===== src/rtl/riscv_multicycle_ctrl.sv =====
// Multicycle RV32I control FSM: sequences the shared ALU, unified memory port and register file.
// A bounded wait counter aborts stalled memory accesses back to FETCH with a one-cycle mem_err pulse.
module riscv_multicycle_ctrl #(
    parameter int MEM_TIMEOUT = 15
) (
    input  logic       clk,
    input  logic       rst,
    input  logic [6:0] op,
    input  logic       zero,
    input  logic       mem_ready,
    output logic       mem_req,
    output logic       adr_src,
    output logic       ir_write,
    output logic       pc_write,
    output logic       reg_write,
    output logic       mem_write,
    output logic       branch,
    output logic [1:0] alu_src_a,
    output logic [1:0] alu_src_b,
    output logic [1:0] alu_op,
    output logic [1:0] result_src,
    output logic [1:0] imm_src,
    output logic       illegal_op,
    output logic       mem_err,
    output logic [3:0] state_o
);
    typedef enum logic [3:0] {
        S_FETCH = 4'd0, S_DECODE = 4'd1, S_MEMADR = 4'd2, S_MEMREAD = 4'd3,
        S_MEMWB = 4'd4, S_MEMWRITE = 4'd5, S_EXEC_R = 4'd6, S_EXEC_I = 4'd7,
        S_ALUWB = 4'd8, S_BEQ = 4'd9, S_JAL = 4'd10, S_JALR_ADR = 4'd11
    } state_t;

    localparam logic [6:0] OP_LOAD = 7'b0000011, OP_STORE = 7'b0100011,
                           OP_R    = 7'b0110011, OP_I     = 7'b0010011,
                           OP_BEQ  = 7'b1100011, OP_JAL   = 7'b1101111,
                           OP_JALR = 7'b1100111, OP_NOP   = 7'b0000000;

    state_t     r_state, w_next;
    logic [7:0] r_wait;
    logic       w_wait_st, w_timeout, w_pc_update;
    logic       w_mem_req, w_ir_write, w_reg_write, w_mem_write, w_illegal;

    assign w_wait_st = (r_state == S_FETCH) || (r_state == S_MEMREAD) || (r_state == S_MEMWRITE);
    // mem_ready on the limit cycle wins, so the abort only fires while still stalled
    assign w_timeout = w_wait_st && !mem_ready && (r_wait == 8'(MEM_TIMEOUT - 1));

    always_comb begin
        w_next      = r_state;
        w_mem_req   = 1'b0;
        w_ir_write  = 1'b0;
        w_pc_update = 1'b0;
        w_reg_write = 1'b0;
        w_mem_write = 1'b0;
        w_illegal   = 1'b0;
        branch      = 1'b0;
        adr_src     = 1'b0;
        alu_src_a   = 2'b00;
        alu_src_b   = 2'b00;
        alu_op      = 2'b00;
        result_src  = 2'b00;
        case (r_state)
            S_FETCH: begin
                w_mem_req   = 1'b1;
                alu_src_b   = 2'b10;
                result_src  = 2'b10;
                w_ir_write  = mem_ready;
                w_pc_update = mem_ready;
                if (mem_ready) w_next = S_DECODE;
            end
            S_DECODE: begin
                alu_src_a = 2'b01;
                alu_src_b = 2'b01;
                case (op)
                    OP_LOAD, OP_STORE: w_next = S_MEMADR;
                    OP_R:              w_next = S_EXEC_R;
                    OP_I:              w_next = S_EXEC_I;
                    OP_BEQ:            w_next = S_BEQ;
                    OP_JAL:            w_next = S_JAL;
                    OP_JALR:           w_next = S_JALR_ADR;
                    OP_NOP:            w_next = S_FETCH;
                    default: begin
                        w_next    = S_FETCH;
                        w_illegal = 1'b1;
                    end
                endcase
            end
            S_MEMADR: begin
                alu_src_a = 2'b10;
                alu_src_b = 2'b01;
                if (op == OP_LOAD)       w_next = S_MEMREAD;
                else if (op == OP_STORE) w_next = S_MEMWRITE;
                else                     w_next = S_FETCH;
            end
            S_MEMREAD: begin
                w_mem_req = 1'b1;
                adr_src   = 1'b1;
                if (mem_ready) w_next = S_MEMWB;
            end
            S_MEMWB: begin
                result_src  = 2'b01;
                w_reg_write = 1'b1;
                w_next      = S_FETCH;
            end
            S_MEMWRITE: begin
                w_mem_req   = 1'b1;
                adr_src     = 1'b1;
                w_mem_write = 1'b1;
                if (mem_ready) w_next = S_FETCH;
            end
            S_EXEC_R: begin
                alu_src_a = 2'b10;
                alu_op    = 2'b10;
                w_next    = S_ALUWB;
            end
            S_EXEC_I: begin
                alu_src_a = 2'b10;
                alu_src_b = 2'b01;
                alu_op    = 2'b10;
                w_next    = S_ALUWB;
            end
            S_ALUWB: begin
                w_reg_write = 1'b1;
                w_next      = S_FETCH;
            end
            S_BEQ: begin
                alu_src_a = 2'b10;
                alu_op    = 2'b01;
                branch    = 1'b1;
                w_next    = S_FETCH;
            end
            S_JAL: begin
                alu_src_a   = 2'b01;
                alu_src_b   = 2'b10;
                w_pc_update = 1'b1;
                w_next      = S_ALUWB;
            end
            S_JALR_ADR: begin
                alu_src_a = 2'b10;
                alu_src_b = 2'b01;
                w_next    = S_JAL;
            end
            default: w_next = S_FETCH;
        endcase
        if (w_timeout) w_next = S_FETCH;
    end

    always_comb begin
        case (op)
            OP_STORE: imm_src = 2'b01;
            OP_BEQ:   imm_src = 2'b10;
            OP_JAL:   imm_src = 2'b11;
            default:  imm_src = 2'b00;
        endcase
    end

    always_ff @(posedge clk or posedge rst) begin
        if (rst) begin
            r_state <= S_FETCH;
            r_wait  <= 8'd0;
        end else begin
            r_state <= w_next;
            if (w_timeout || (w_next != r_state)) r_wait <= 8'd0;
            else if (w_wait_st && !mem_ready)     r_wait <= r_wait + 8'd1;
        end
    end

    // Strobes are gated by rst so nothing is issued while reset is held
    assign mem_req    = w_mem_req & ~rst;
    assign ir_write   = w_ir_write & ~rst;
    assign pc_write   = (w_pc_update | (branch & zero)) & ~rst;
    assign reg_write  = w_reg_write & ~rst;
    assign mem_write  = w_mem_write & ~rst;
    assign illegal_op = w_illegal & ~rst;
    assign mem_err    = w_timeout & ~rst;
    assign state_o    = r_state;
endmodule


===== config.mk =====
export PLATFORM = sky130hd
export DESIGN_NAME = riscv_multicycle_ctrl
export DESIGN_NICKNAME = d
export VERILOG_FILES = /design/src/rtl/riscv_multicycle_ctrl.sv
export SDC_FILE = /design/constraint.sdc
export NUM_CORES = 1
export LEC_CHECK = 0
export CELL_PAD_IN_SITES_DETAIL_PLACEMENT = 0
export CELL_PAD_IN_SITES_GLOBAL_PLACEMENT = 1
export CORE_MARGIN = 2
export CORE_UTILIZATION = 35
export CTS_CLUSTER_SIZE = 8
export DETAILED_ROUTE_END_ITERATION = 7
export GPL_ROUTABILITY_DRIVEN = 1
export PLACE_DENSITY = 0.77
export SLEW_MARGIN = 20
export SYNTH_ARGS = -nofsm -noshare
export SYNTH_HDL_FRONTEND = slang
export SYNTH_SLANG_ARGS = --single-unit

===== constraint.sdc =====
create_clock -name clk -period 2.6 [get_ports clk]
set_input_delay 0.52 -clock clk [delete_from_list [all_inputs] [get_ports clk]]
set_output_delay 0.52 -clock clk [all_outputs]
set_load 0.005 [all_outputs]

==> impl_results.md <==
- Clock buffer count from CTS: 3
- WP buf/inv: 2
- Share of post-route cells with drive strength above 1: 0.2394
- Endpoints failing setup: 0
- Reg2reg start: state_o[2]
- Met2 GRT Util: 0.2826
- Yosys reg bits: 12
- Initial Util: 0.3733
- Drt pass-1 iters: 4
- Die width: 64.36 um
- Placer Congestion: ~0.82
- Worst-Skew Late Latency: 0.27 ns
- HP Class: register to register
- Outcome: completed
- Post-CTS Hold Fix Bufs: 0
- Post-route ant nets: 0
- Final period util: 0.9807
- Vias in the first global route: 1267
- CP Launch Type: input pin
- TritonCTS clock tree: built
- Reg2Reg Capture Point: r_wait[7]
- Slew @ Worst Pin: 0.3581 ns
- Clk root buf: clkbuf_4
- DRC Markers: 0
- Die area: roughly 4100 um^2
- Layout area overhead: 43.87%
- Crit path cell chain: clkdlybuf4s50_1 > or4_1 > a211o_1 > a21oi_1 > nor3_1 > clkbuf_2
- Rows: 21
- Clock transition at the registers of the reported paths: about 0.06 ns
- Fin. Hold Viols: 0
- Number of max-cap violations: 0
- Num Clock Sinks: 12
- Total design power: slightly below 500 uW
- CP Class: input pin to output port
- I/O Buffers: 33
- Asr flop ratio synth: 1.000
- Flop2flop setup slack: 0.41 ns
- Cells after Synth: between 150 and 200
- Pin count of the biggest net entering global routing: 21
- Inst Count DP: between 200 and 300
- Critical Path AT: roughly 2.0 ns
- Die H: approximately 64 um
- Hold Path End: r_wait[0]
- Cell count of the worst reg-to-reg path: 7
- Post-Syn Area: around 1300 um^2
- Via count: 1386
- WL/cell: between 10 and 15 um
- WHS Path Cells: 1
- Pleak: around 0.77 nW
- Max Freq: approximately 400 MHz
- Post-synthesis sequential area ratio: 0.2355
- # diodes: 0
- Initial antenna violation count: 0
- CP delay by family, top: buffers and inverters
- Worst Skew: slightly above 0.008 ns
- Vias per cell: 5.351
- DP HPWL: 2.810 mm
- Total negative slack: 0 ns
- WP data required: ~2.1 ns
- Max-slew violations: 0
- Post-synth EDFFs: 0
- GRT Resource Usage Total: 0.1806
- Top Usage Layer GRT: met2
- Met3 GRT Util: 0.04225
- H-tree depth: 1
- Number of distinct library cells after synthesis: 51
- Avg Inst Size Synth: just under 8 um^2
- Routed WL: 3.665 mm
- # IOs: 34
- Setup crit end kind: output port
- Ratio of total power to cell area: about 270 nW/um^2
- Met1 Use GR: 0.2589
- Yosys warning count: 0
- Min Hold Slack: 0.5002 ns
- Violation count after the first detailed-route iteration: 86
- Minimum clock period: 2.550 ns
- Maximum buffer depth of the clock tree: 2
- Crit-path max cell delay: ~0.47 ns
- Crit path max fanout: 2
- Grt ovf: 0
- Slowest stage cell, crit path: or4_1
- Syn_nets: about 180
- Finished Layout Cells: between 200 and 300
- NumNets Final: about 230
- Hold Crit Start: r_wait[0]
- Global-route wire length before repair: around 6.0 mm
- Final cell utilization of the core: 0.5370
- Slew headroom: 0.7599
- Worst IR drop on VDD: about 0.00033 V
- Top FF cell, synth: dfrtp_1
- Placeable Area: between 3000 and 4000 um^2
-- cell usage after synthesis (all sizes together), types with 2 or more instances --
library cell / instances / share of area
a21oi: 9 / 0.035
a211oi: 6 / 0.039
buf: 8 / 0.047
nor3: 17 / 0.071
nand2: 14 / 0.041
xor2: 4 / 0.027
o21ai: 5 / 0.020
nand2b: 5 / 0.025
nand4: 4 / 0.020
nor4: 6 / 0.041
nand3b: 3 / 0.018
or2: 3 / 0.015
a211o: 2 / 0.014
dfrtp: 12 / 0.24
or4: 2 / 0.012
or3: 4 / 0.020
or4b: 3 / 0.024
ha: 2 / 0.020
nor2: 17 / 0.050
clkbuf: 2 / 0.0059
a31oi: 3 / 0.020
nand3: 4 / 0.020
nor2b: 5 / 0.025
inv: 4 / 0.012
-- logic make-up after synthesis --
family	synth area share
AND/OR/NAND/NOR	0.4347
buffers and inverters	0.06770
AO/OA/AOI/OAI	0.1914
multiplexers	0.01668
XOR/XNOR	0.03435
flip-flops	0.2355
adder cells (fa/ha/maj)	0.01962
-- stage by stage --
step	setup slack (ns)	cell area [um^2]
final	0.05007	1834
after global routing	-0.01022	1834
after CTS	-0.07444	1788
after detailed placement	-0.3550	1760
after global placement	-0.3606	1760
after floorplan	0.5746	1275
-- worst max-delay path by stage --
| stage | cells after the start | from | endpoint | slack, ns |
|---|---|---|---|---|
| after floorplan | 4 | op[0] | illegal_op | 0.57 |
| after global placement | 6 | op[0] | illegal_op | -0.36 |
| after detailed placement | 6 | op[0] | illegal_op | -0.35 |
| after CTS | 6 | op[1] | illegal_op | -0.07 |
| after global routing | 6 | state_o[3] | alu_src_b[0] | -0.01 |
| final | 6 | op[1] | illegal_op | 0.05 |
-- flip-flops by register name (all words and copies together) (netlist names) --
signal,cells
r_wait,8
state_o,4
-- report_power, final --
part	total, mW	switching [mW]	internal (mW)	leakage [nW]
Combinational	0.184	0.0882	0.0956	0.595
Clock	0.110	0.0562	0.0535	0.0138
Sequential	0.199	0.00749	0.192	0.160
-- worst reg2reg max path: cells and delay by family, from the launching register on --
kind,cells,cell delay (ns)
AND/OR/NAND/NOR,1,0.44
flip-flops,1,0.46
AO/OA/AOI/OAI,4,0.84
buffers and inverters,2,0.32
-- layout by cell type, fill, tap and decap left out, types with 4 or more instances in the layout --
| master | Yosys | layout |
|---|---|---|
| or3_1 | 4 | 4 |
| clkdlybuf4s50_1 | 0 | 25 |
| a211oi_1 | 5 | 5 |
| nor2_1 | 17 | 16 |
| nor4_1 | 5 | 4 |
| o21ai_0 | 5 | 4 |
| inv_1 | 4 | 4 |
| buf_4 | 1 | 21 |
| nand2b_1 | 5 | 5 |
| a21oi_1 | 9 | 9 |
| dfrtp_1 | 12 | 9 |
| nand4_1 | 4 | 4 |
| nor3_1 | 16 | 14 |
| xor2_1 | 4 | 4 |
| nand2_1 | 14 | 14 |
| nor2b_1 | 5 | 4 |
-- metal layers --
metal | wire, um | share of wire | vias to the layer above
met5 | 0 | 0 | -
met4 | 14 | 0.0038 | 0
met3 | 203 | 0.055 | 2
met2 | 1704 | 0.46 | 36
met1 | 1743 | 0.48 | 639
li1 | - | - | 709
-- timing repair --
action	CTS	global route
endpoints found under the setup margin	5	8
resized for setup	9	16
pin swaps	0	2
setup buffers	0	2
-- area by class of cell --
| class | instances | area (um^2) |
|---|---|---|
| well taps | 46 | 57.56 |
| clock buffers | 3 | 22.52 |
| repair buffers | 57 | 515.5 |
| fillers | 352 | 1582 |
| multi-input cells | 136 | 915.9 |
| flip-flops and latches | 12 | 304.0 |
| inverters | 5 | 18.77 |
Power figures use the tool's default switching activity.
